### config.mk
export PLATFORM = sky130hd
export DESIGN_NAME = axil_timeout_guard
export DESIGN_NICKNAME = d
export VERILOG_FILES = /design/src/rtl/ntps_axil_pkg.sv /design/src/rtl/sat_counter16.sv /design/src/rtl/axil_timeout_guard.sv
export SDC_FILE = /design/constraint.sdc
export NUM_CORES = 1
export LEC_CHECK = 0
export BUFFER_PORTS_ARGS = -buffer_cell sky130_fd_sc_hd__buf_2
export CORE_ASPECT_RATIO = 1.5
export CORE_MARGIN = 10
export CORE_UTILIZATION = 52
export DETAILED_ROUTE_END_ITERATION = 6
export GPL_TIMING_DRIVEN = 0
export PLACE_DENSITY = 0.86
export SYNTH_ARGS = -nofsm -noshare
export SYNTH_HDL_FRONTEND = slang
export SYNTH_SLANG_ARGS = --single-unit
### constraint.sdc
create_clock -name axi_aclk -period 3.8 [get_ports axi_aclk]
set_input_delay 0.76 -clock axi_aclk [delete_from_list [all_inputs] [get_ports axi_aclk]]
set_output_delay 0.76 -clock axi_aclk [all_outputs]
set_load 0.01 [all_outputs]
### src/rtl/ntps_axil_pkg.sv
// Shared AXI-Lite definitions for the NTPS interface block: response codes,
// timeout-guard FSM states and the default read-timeout fill pattern.
package ntps_axil_pkg;

  localparam logic [1:0]  RESP_OKAY             = 2'b00;
  localparam logic [1:0]  RESP_SLVERR           = 2'b10;
  localparam logic [31:0] DEFAULT_TIMEOUT_RDATA = 32'hDEADBEEF;

  typedef enum logic [2:0] {
    IDLE,
    WR_ISSUE,
    WR_WAIT,
    WR_RESP,
    RD_ISSUE,
    RD_WAIT,
    RD_RESP
  } guard_state_e;

endpackage

### src/rtl/sat_counter16.sv
// 16-bit event counter that sticks at all-ones instead of wrapping.
module sat_counter16 (
  input  logic        clk,
  input  logic        rst_n,
  input  logic        inc,
  output logic [15:0] count
);

  always_ff @(posedge clk or negedge rst_n) begin
    if (!rst_n) begin
      count <= '0;
    end else if (inc && (count != '1)) begin
      count <= count + 16'd1;
    end
  end

endmodule

### src/rtl/axil_timeout_guard.sv
// Single-outstanding AXI-Lite pass-through that forces a SLVERR response when
// the downstream slave stays silent for TIMEOUT_CYCLES, and counts the fallout.
module axil_timeout_guard
  import ntps_axil_pkg::*;
#(
  parameter int                    ADDR_WIDTH     = 32,
  parameter int                    DATA_WIDTH     = 32,
  parameter int                    TIMEOUT_CYCLES = 1024,
  parameter logic [DATA_WIDTH-1:0] TIMEOUT_RDATA  = DATA_WIDTH'(DEFAULT_TIMEOUT_RDATA)
) (
  input  logic                    axi_aclk,
  input  logic                    axi_aresetn,

  input  logic [ADDR_WIDTH-1:0]   s_axil_awaddr,
  input  logic [2:0]              s_axil_awprot,
  input  logic                    s_axil_awvalid,
  output logic                    s_axil_awready,
  input  logic [DATA_WIDTH-1:0]   s_axil_wdata,
  input  logic [DATA_WIDTH/8-1:0] s_axil_wstrb,
  input  logic                    s_axil_wvalid,
  output logic                    s_axil_wready,
  output logic [1:0]              s_axil_bresp,
  output logic                    s_axil_bvalid,
  input  logic                    s_axil_bready,
  input  logic [ADDR_WIDTH-1:0]   s_axil_araddr,
  input  logic [2:0]              s_axil_arprot,
  input  logic                    s_axil_arvalid,
  output logic                    s_axil_arready,
  output logic [DATA_WIDTH-1:0]   s_axil_rdata,
  output logic [1:0]              s_axil_rresp,
  output logic                    s_axil_rvalid,
  input  logic                    s_axil_rready,

  output logic [ADDR_WIDTH-1:0]   m_axil_awaddr,
  output logic [2:0]              m_axil_awprot,
  output logic                    m_axil_awvalid,
  input  logic                    m_axil_awready,
  output logic [DATA_WIDTH-1:0]   m_axil_wdata,
  output logic [DATA_WIDTH/8-1:0] m_axil_wstrb,
  output logic                    m_axil_wvalid,
  input  logic                    m_axil_wready,
  input  logic [1:0]              m_axil_bresp,
  input  logic                    m_axil_bvalid,
  output logic                    m_axil_bready,
  output logic [ADDR_WIDTH-1:0]   m_axil_araddr,
  output logic [2:0]              m_axil_arprot,
  output logic                    m_axil_arvalid,
  input  logic                    m_axil_arready,
  input  logic [DATA_WIDTH-1:0]   m_axil_rdata,
  input  logic [1:0]              m_axil_rresp,
  input  logic                    m_axil_rvalid,
  output logic                    m_axil_rready,

  output logic [15:0]             timeout_count,
  output logic [15:0]             late_count
);

  localparam logic [15:0] TIMER_LAST = 16'(TIMEOUT_CYCLES - 1);

  guard_state_e state, state_d;

  logic [15:0]             timer;
  logic [ADDR_WIDTH-1:0]   aw_addr_q, ar_addr_q;
  logic [2:0]              aw_prot_q, ar_prot_q;
  logic [DATA_WIDTH-1:0]   w_data_q, rdata_q;
  logic [DATA_WIDTH/8-1:0] w_strb_q;
  logic [1:0]              bresp_q, rresp_q;
  logic                    aw_pend, w_pend, ar_pend;

  logic wr_take, rd_take;
  logic b_hs, r_hs;
  logic wr_active, rd_active;
  logic timer_last, wr_expire, rd_expire;
  logic aw_done, w_done;
  logic late_hit;

  assign wr_take    = s_axil_awvalid && s_axil_wvalid;
  assign rd_take    = s_axil_arvalid && !wr_take;
  assign b_hs       = m_axil_bvalid && m_axil_bready;
  assign r_hs       = m_axil_rvalid && m_axil_rready;
  assign wr_active  = (state == WR_ISSUE) || (state == WR_WAIT);
  assign rd_active  = (state == RD_ISSUE) || (state == RD_WAIT);
  assign timer_last = (timer == TIMER_LAST);
  assign wr_expire  = wr_active && timer_last && !b_hs;
  assign rd_expire  = rd_active && timer_last && !r_hs;
  assign aw_done    = !aw_pend || m_axil_awready;
  assign w_done     = !w_pend  || m_axil_wready;
  assign late_hit   = (state == IDLE) && (b_hs || r_hs);

  always_ff @(posedge axi_aclk or negedge axi_aresetn) begin
    if (!axi_aresetn) begin
      state <= IDLE;
    end else begin
      state <= state_d;
    end
  end

  always_comb begin
    state_d = state;
    case (state)
      IDLE: begin
        if (wr_take)      state_d = WR_ISSUE;
        else if (rd_take) state_d = RD_ISSUE;
      end
      WR_ISSUE: begin
        if (b_hs || wr_expire)   state_d = WR_RESP;
        else if (aw_done && w_done) state_d = WR_WAIT;
      end
      WR_WAIT:  if (b_hs || wr_expire) state_d = WR_RESP;
      WR_RESP:  if (s_axil_bready) state_d = IDLE;
      RD_ISSUE: begin
        if (r_hs || rd_expire)                 state_d = RD_RESP;
        else if (!ar_pend || m_axil_arready)   state_d = RD_WAIT;
      end
      RD_WAIT:  if (r_hs || rd_expire) state_d = RD_RESP;
      RD_RESP:  if (s_axil_rready) state_d = IDLE;
      default:  state_d = IDLE;
    endcase
  end

  // Readies are gated by the raw reset so they read 0 while reset is held,
  // even though IDLE (the reset state) would otherwise advertise them.
  always_comb begin
    s_axil_awready = 1'b0;
    s_axil_wready  = 1'b0;
    s_axil_arready = 1'b0;
    s_axil_bvalid  = 1'b0;
    s_axil_rvalid  = 1'b0;
    m_axil_bready  = 1'b0;
    m_axil_rready  = 1'b0;
    if (axi_aresetn) begin
      case (state)
        IDLE: begin
          s_axil_awready = wr_take;
          s_axil_wready  = wr_take;
          s_axil_arready = rd_take;
          m_axil_bready  = 1'b1;
          m_axil_rready  = 1'b1;
        end
        WR_ISSUE, WR_WAIT: m_axil_bready = 1'b1;
        WR_RESP:           s_axil_bvalid = 1'b1;
        RD_ISSUE, RD_WAIT: m_axil_rready = 1'b1;
        RD_RESP:           s_axil_rvalid = 1'b1;
        default: ;
      endcase
    end
  end

  always_ff @(posedge axi_aclk or negedge axi_aresetn) begin
    if (!axi_aresetn) begin
      timer <= '0;
    end else begin
      timer <= (wr_active || rd_active) ? timer + 16'd1 : '0;
    end
  end

  always_ff @(posedge axi_aclk or negedge axi_aresetn) begin
    if (!axi_aresetn) begin
      aw_addr_q <= '0;
      aw_prot_q <= '0;
      w_data_q  <= '0;
      w_strb_q  <= '0;
      ar_addr_q <= '0;
      ar_prot_q <= '0;
      aw_pend   <= 1'b0;
      w_pend    <= 1'b0;
      ar_pend   <= 1'b0;
      bresp_q   <= RESP_OKAY;
      rresp_q   <= RESP_OKAY;
      rdata_q   <= '0;
    end else begin
      case (state)
        IDLE: begin
          if (wr_take) begin
            aw_addr_q <= s_axil_awaddr;
            aw_prot_q <= s_axil_awprot;
            w_data_q  <= s_axil_wdata;
            w_strb_q  <= s_axil_wstrb;
            aw_pend   <= 1'b1;
            w_pend    <= 1'b1;
          end else if (rd_take) begin
            ar_addr_q <= s_axil_araddr;
            ar_prot_q <= s_axil_arprot;
            ar_pend   <= 1'b1;
          end
        end
        WR_ISSUE, WR_WAIT: begin
          if (m_axil_awready) aw_pend <= 1'b0;
          if (m_axil_wready)  w_pend  <= 1'b0;
          if (b_hs) begin
            bresp_q <= m_axil_bresp;
            aw_pend <= 1'b0;
            w_pend  <= 1'b0;
          end else if (wr_expire) begin
            bresp_q <= RESP_SLVERR;
            aw_pend <= 1'b0;
            w_pend  <= 1'b0;
          end
        end
        RD_ISSUE, RD_WAIT: begin
          if (m_axil_arready) ar_pend <= 1'b0;
          if (r_hs) begin
            rdata_q <= m_axil_rdata;
            rresp_q <= m_axil_rresp;
            ar_pend <= 1'b0;
          end else if (rd_expire) begin
            rdata_q <= TIMEOUT_RDATA;
            rresp_q <= RESP_SLVERR;
            ar_pend <= 1'b0;
          end
        end
        default: ;
      endcase
    end
  end

  assign m_axil_awaddr  = aw_addr_q;
  assign m_axil_awprot  = aw_prot_q;
  assign m_axil_awvalid = aw_pend;
  assign m_axil_wdata   = w_data_q;
  assign m_axil_wstrb   = w_strb_q;
  assign m_axil_wvalid  = w_pend;
  assign m_axil_araddr  = ar_addr_q;
  assign m_axil_arprot  = ar_prot_q;
  assign m_axil_arvalid = ar_pend;
  assign s_axil_bresp   = bresp_q;
  assign s_axil_rdata   = rdata_q;
  assign s_axil_rresp   = rresp_q;

  sat_counter16 u_timeout_cnt (
    .clk   (axi_aclk),
    .rst_n (axi_aresetn),
    .inc   (wr_expire || rd_expire),
    .count (timeout_count)
  );

  sat_counter16 u_late_cnt (
    .clk   (axi_aclk),
    .rst_n (axi_aresetn),
    .inc   (late_hit),
    .count (late_count)
  );

endmodule

After elaboration in Yosys (flattened, before gate mapping):

Cells that the tools add are included.

* muxes and demuxes: 45
* reductions and logical operators: 45
* bitwise operators: 1
* $add $sub $neg: 3
* equality and inequality tests: 22

Operators with widths (count)
* 32-bit 2-to-1 mux: 2
* 16-bit by 1-bit adder with 16-bit output (second input constant): 3
* 16-bit inequality test (second input constant): 2
* 3-bit 2-to-1 mux: 10
* 1-bit 2-to-1 mux: 24
* 3-bit one-hot mux with 7 select lines: 1
* 16-bit by 10-bit equality test with 1-bit output (second input constant): 1
* 16-bit 2-to-1 mux: 1
* 1-bit logical AND: 12
* 4-bit inequality test (second input constant): 3
* 1-bit logical OR: 10
* 2-bit inequality test (second input constant): 5
* 3-bit equality test (second input constant): 3
* 3-bit AND reduction: 3
* 2-bit 2-to-1 mux: 4
* 2-bit nonzero test: 4
* 7-bit AND reduction: 1
* 3-bit by 2-bit equality test with 1-bit output (second input constant): 2
* 1-bit logical NOT: 6
* 3-bit by 1-bit inequality test with 1-bit output (second input constant): 2
* 1-bit one-hot mux with 2 select lines: 3
* 2-bit AND reduction: 3
* 3-bit OR reduction: 2
* 2-bit by 1-bit inequality test with 1-bit output (second input constant): 2
* other kinds (6): 7

* output and inout bits: 184
* register bits: 196
* bits of input ports: 154

Longest topological paths before layout:

* word-level depth: 10
* gate-level depth with buffers: 8
* depth with buffers taken out: 7

Cells and area by module:

A second synthesis with hierarchy kept.

* cell total of the unflattened synthesis: 610
* area, all modules: 8226.6 um^2

Modules (own cells, without submodules)
* axil_timeout_guard: area each 6585.1 um^2, times used 1, sequential area each 4103.9 um^2, cells each 466
* sat_counter16 (u_late_cnt): area each 859.6 um^2, times used 1, sequential area each 400.4 um^2, cells each 72
* sat_counter16 (u_timeout_cnt): area each 782.0 um^2, times used 1, sequential area each 400.4 um^2, cells each 72

Worst setup path before layout:

OpenSTA, ideal clock, no wires.

* path kind: input -> output
* start: input s_axil_awvalid
* end: output s_axil_wready
* stages: 5
* data required time: 3.040 ns
* slack: 1.298 ns
* data arrival time: 1.742 ns
* path through: nand2_1 -> or3_1 -> clkbuf_1 -> nor2_1 -> buf_4

* word-level cells in the longest chain between the ends: 3

Ends and longest elaborated chain
* start, declared: RTL line axil_timeout_guard.sv:16 `input logic s_axil_awvalid,`
* 1-bit logical AND: RTL line axil_timeout_guard.sv:77 `assign wr_take = s_axil_awvalid && s_axil_wvalid;`
* 1-bit 2-to-1 mux (2 in series)
* end, declared: RTL line axil_timeout_guard.sv:21 `output logic s_axil_wready,`

No other way between the ends.

Worst setup path in the final report:

* start: input axi_aresetn
* end: output s_axil_wready

* word-level cells in the longest chain between the ends: 1

Ends and longest elaborated chain
* start, declared: RTL line axil_timeout_guard.sv:12 `input logic axi_aresetn,`
* 1-bit 2-to-1 mux: RTL line axil_timeout_guard.sv:131 `if (axi_aresetn) begin`

No other way between the ends.

==> flow_metrics.py <==
metrics = {
    "status": {
        "status": "finished, final reports clean",
    },
    "pwr": {
        "internal_power_uw": 5089,
        "power.leakage_uw": 0.005616,
        "p_comb_share_pct": 36.7,
        "p_seq_share_pct": 42.0,
        "p_total_uw": 8095,
        "ir_worst_vdd_uv": 505.9,
        "p_per_area_nw_per_um2": 761.6,
        "power_switching_uw": 3006,
        "clockPowerShare_pct": 21.3,
        "sw_frac_of_total_pct": 37.13,
    },
    "worst_setup_path": {
        "crit_type": "input port to output port",
        "cp_data_required_time_ns": 3.04,
        "cp_slowest_cell": "buf_8",
        "crit_chain": "buf_8, buf_16, clkbuf_1, inv_1, nor2_1, buf_4, buf_2",
        "start_kind": "input port",
        "critPathMaxFanout": 88,
        "slowest_delay_ns": 0.47,
        "end_kind": "output port",
        "arrival_ns": 2.63,
    },
    "synth": {
        "yosysSeqAreaShare_pct": 60.94,
        "synth_fp_nets": 910,
        "yosys_warnings": 0,
        "syn-instance-count": 753,
        "synth-edff-count": 0,
        "yosysUniqueCellTypes": 49,
        "ys.flop_type": "dfrtp_1",
        "ys_ff_latch": 196,
        "netlist_area_um2": 8049,
        "avgSynthCellArea_um2": 10.69,
        "async_reset_ff_share_pct": 100.0,
    },
    "die": {
        "die_w_um": 121.6,
        "rows": 55,
        "die_area_um2": 20960,
        "ios": 338,
        "start_util_pct": 53.17,
        "die_y_um": 172.4,
        "core_area_um2": 15140,
    },
    "global_routing": {
        "use_met3_pct": 7.963,
        "grt_max_degree": 112,
        "use_met1_pct": 23.82,
        "grt-ovfl-total": 0,
        "grt.busiest_layer": "met2",
        "grt_pass1_wl_um": 36690,
        "antenna_found_initial": 6,
        "grt_pass1_vias": 6995,
        "grtUsageTotal_pct": 22.21,
        "met2_usage_pct": 39.25,
    },
    "timing": {
        "fmaxAchievable_mhz": 295.4,
        "report.final.setup_viol": 0,
        "min_period_over_period_pct": 89.08,
        "hold_viol": 0,
        "maxSlewViolCount": 0,
        "maxSlewHeadroom_pct": 18.44,
        "skew_ns": 0.01524,
        "timing.final.ws_setup_ns": 0.4148,
        "rsz0062_at_grt": "false",
        "fin_hold_ws_ns": 0.3266,
        "finalCriticalPeriod_ns": 3.385,
        "tightestPinTransition_ns": 1.214,
    },
    "route": {
        "viasPerCell": 5.184,
        "wl_per_cell_um": 18.43,
        "ant_nets": 0,
        "dr.pass1.iters": 5,
        "drt-initial-drc-count": 454,
        "wl_um": 24480,
        "vias": 6884,
        "drcViolationCount": 0,
    },
    "cells_and_area": {
        "layout-drive-gt1-share_pct": 37.90,
        "nets": 1268,
        "final_area_um2": 10630,
        "area_growth_pct": 32.05,
    },
    "placed_design": {
        "io_buffers": 337,
        "place.gp.congestion": 0.9228,
        "detailed_place_hpwl_um": 19370,
        "placed_area_um2": 10020,
        "post-place-ws_ns": 0.1114,
    },
    "clocking": {
        "clock_latency_ns": 0.42,
        "tritoncts": "done",
        "cts_resized": 0,
        "cts_htree_levels": 4,
        "cts_sinks": 196,
        "cts_hold_buf": 0,
        "cts_root_buf": "clkbuf_16",
        "post_cts_buffers": 0,
        "cts_buffers": 17,
        "path_clk_slew_ns": 0.07,
        "clk_path_buf_depth": 2,
    },
    "run": {
        "drv_cap": 0,
    },
    "hold_path": {
        "hold_class": "input port to asynchronous set/reset pin",
    },
}
-- power groups by stage --
stage | combinational, uW | sequential, uW | clock [uW]
after floorplan | 1180 | 3780 | 0
after global placement | 2920 | 3380 | 0
after detailed placement | 3010 | 3430 | 0
after CTS | 3020 | 3390 | 1760
after global routing | 3270 | 3500 | 1850
final | 2970 | 3400 | 1730
-- layer usage --
metal / up-vias / part of all wire (%)
li1: 3224 / -
met1: 3322 / 35
met2: 294 / 52
met3: 40 / 9.9
met4: 4 / 2.7
met5: - / 0.12
-- metrics by stage --
step | utilization, % | instances | setup TNS [ns]
after floorplan | - | 753 | 0
after CTS | 69.96 | 1322 | 0
after global routing | 70.17 | 1326 | 0
final | 70.21 | 1328 | 0
after global placement | 65.95 | 1289 | -365.88
after detailed placement | 66.20 | 1290 | 0
-- logic make-up after synthesis --
group                      Yosys count  synth area share [%]
and+or+nand+nor                    353                 18.75
AOI/OAI and AO/OA                   74                 7.197
buffers and inverters               47                 2.782
muxes                               38                 5.301
xor gates and xnor gates            42                 4.570
DFF                                196                 60.94
adders and majority gates            3                0.4664
-- registers in the layout, indices dropped and copies added (netlist names) --
| signal | count |
|---|---|
| m_axil_arvalid | 1 |
| m_axil_awvalid | 1 |
| m_axil_awprot | 3 |
| m_axil_arprot | 3 |
| m_axil_awaddr | 32 |
| state | 3 |
| u_timeout_cnt.count | 16 |
| m_axil_araddr | 32 |
| timer | 16 |
| s_axil_rresp | 2 |
| m_axil_wdata | 32 |
| m_axil_wvalid | 1 |
| m_axil_wstrb | 4 |
| u_late_cnt.count | 16 |
| s_axil_bresp | 2 |
| s_axil_rdata | 32 |
-- placed cells by master, fill, tap and decap left out, types with 2 or more instances in the layout --
| master | n |
|---|---|
| and4_1 | 2 |
| clkbuf_1 | 27 |
| mux2_2 | 37 |
| xor2_1 | 19 |
| clkbuf_8 | 4 |
| clkinv_4 | 5 |
| ha_1 | 3 |
| nand4_1 | 14 |
| clkinvlp_4 | 2 |
| buf_6 | 3 |
| xnor2_1 | 23 |
| nor4b_1 | 2 |
| inv_1 | 14 |
| and3_1 | 10 |
| diode_2 | 5 |
| or2_2 | 3 |
| nand2_1 | 237 |
| a22o_1 | 10 |
| nand2b_1 | 3 |
| clkbuf_16 | 18 |
| nand3_1 | 22 |
| nor3_1 | 12 |
| nor2_1 | 39 |
| dfrtp_1 | 196 |
| a21oi_1 | 9 |
| o21ai_0 | 13 |
| buf_2 | 337 |
| inv_8 | 4 |
| o22a_1 | 26 |
| o21ai_1 | 2 |
| or3_1 | 2 |
-- critical path, delay by kind of cell --
family        cells  cell delay [ns]
simple gates      1             0.26
buf+inv           6             1.59
-- final timing paths --
path	start	end	slack (ns)	depth (start not counted)
setup / recovery	axi_aresetn	s_axil_wready	0.41	7
hold / removal	axi_aresetn	u_timeout_cnt.count[8]$_DFFE_PN0P_	0.33	1
setup reg to reg	state[0]$_DFFE_PN0P_	m_axil_wdata[31]$_DFFE_PN0P_	1.19	6
hold reg to reg	m_axil_awaddr[11]$_DFFE_PN0P_	m_axil_awaddr[11]$_DFFE_PN0P_	0.47	2
max in group asynchronous	axi_aresetn	timer[14]$_DFF_PN0_	2.67	2
min in group axi_aclk	m_axil_awaddr[11]$_DFFE_PN0P_	m_axil_awaddr[11]$_DFFE_PN0P_	0.47	2
-- synth_stat cells, drive strengths merged, types with 2 or more instances --
| master | n | area share, % |
|---|---|---|
| xor2 | 19 | 2.1 |
| a21oi | 9 | 0.56 |
| nand3 | 22 | 1.4 |
| nand2b | 3 | 0.23 |
| o21ai | 16 | 1.1 |
| or2 | 3 | 0.23 |
| nor2 | 39 | 1.8 |
| ha | 3 | 0.47 |
| or4 | 2 | 0.23 |
| and2 | 2 | 0.17 |
| buf | 5 | 0.58 |
| xnor2 | 23 | 2.5 |
| o22a | 26 | 2.8 |
| and4 | 2 | 0.22 |
| a22o | 10 | 1.1 |
| nor3 | 12 | 0.75 |
| clkbuf | 28 | 1.6 |
| or3 | 2 | 0.16 |
| inv | 14 | 0.65 |
| nand2 | 238 | 11 |
| nand4 | 14 | 1.1 |
| mux2 | 37 | 5.2 |
| nor4b | 2 | 0.22 |
| dfrtp | 196 | 61 |
| and3 | 10 | 0.78 |
| a31oi | 2 | 0.34 |
-- layout make-up --
| type | instances | area (um2) |
|---|---|---|
| multi-input cells | 510 | 2920 |
| clock inverters | 12 | 112.6 |
| fillers | 1197 | 4511 |
| flip-flops and latches | 196 | 4905 |
| plain buffers | 33 | 171.4 |
| repair buffers | 339 | 1749 |
| diodes | 5 | 12.51 |
| well taps | 199 | 249.0 |
| clock buffers | 20 | 456.7 |
| inverters | 14 | 52.55 |
Power figures use the tool's default switching activity.
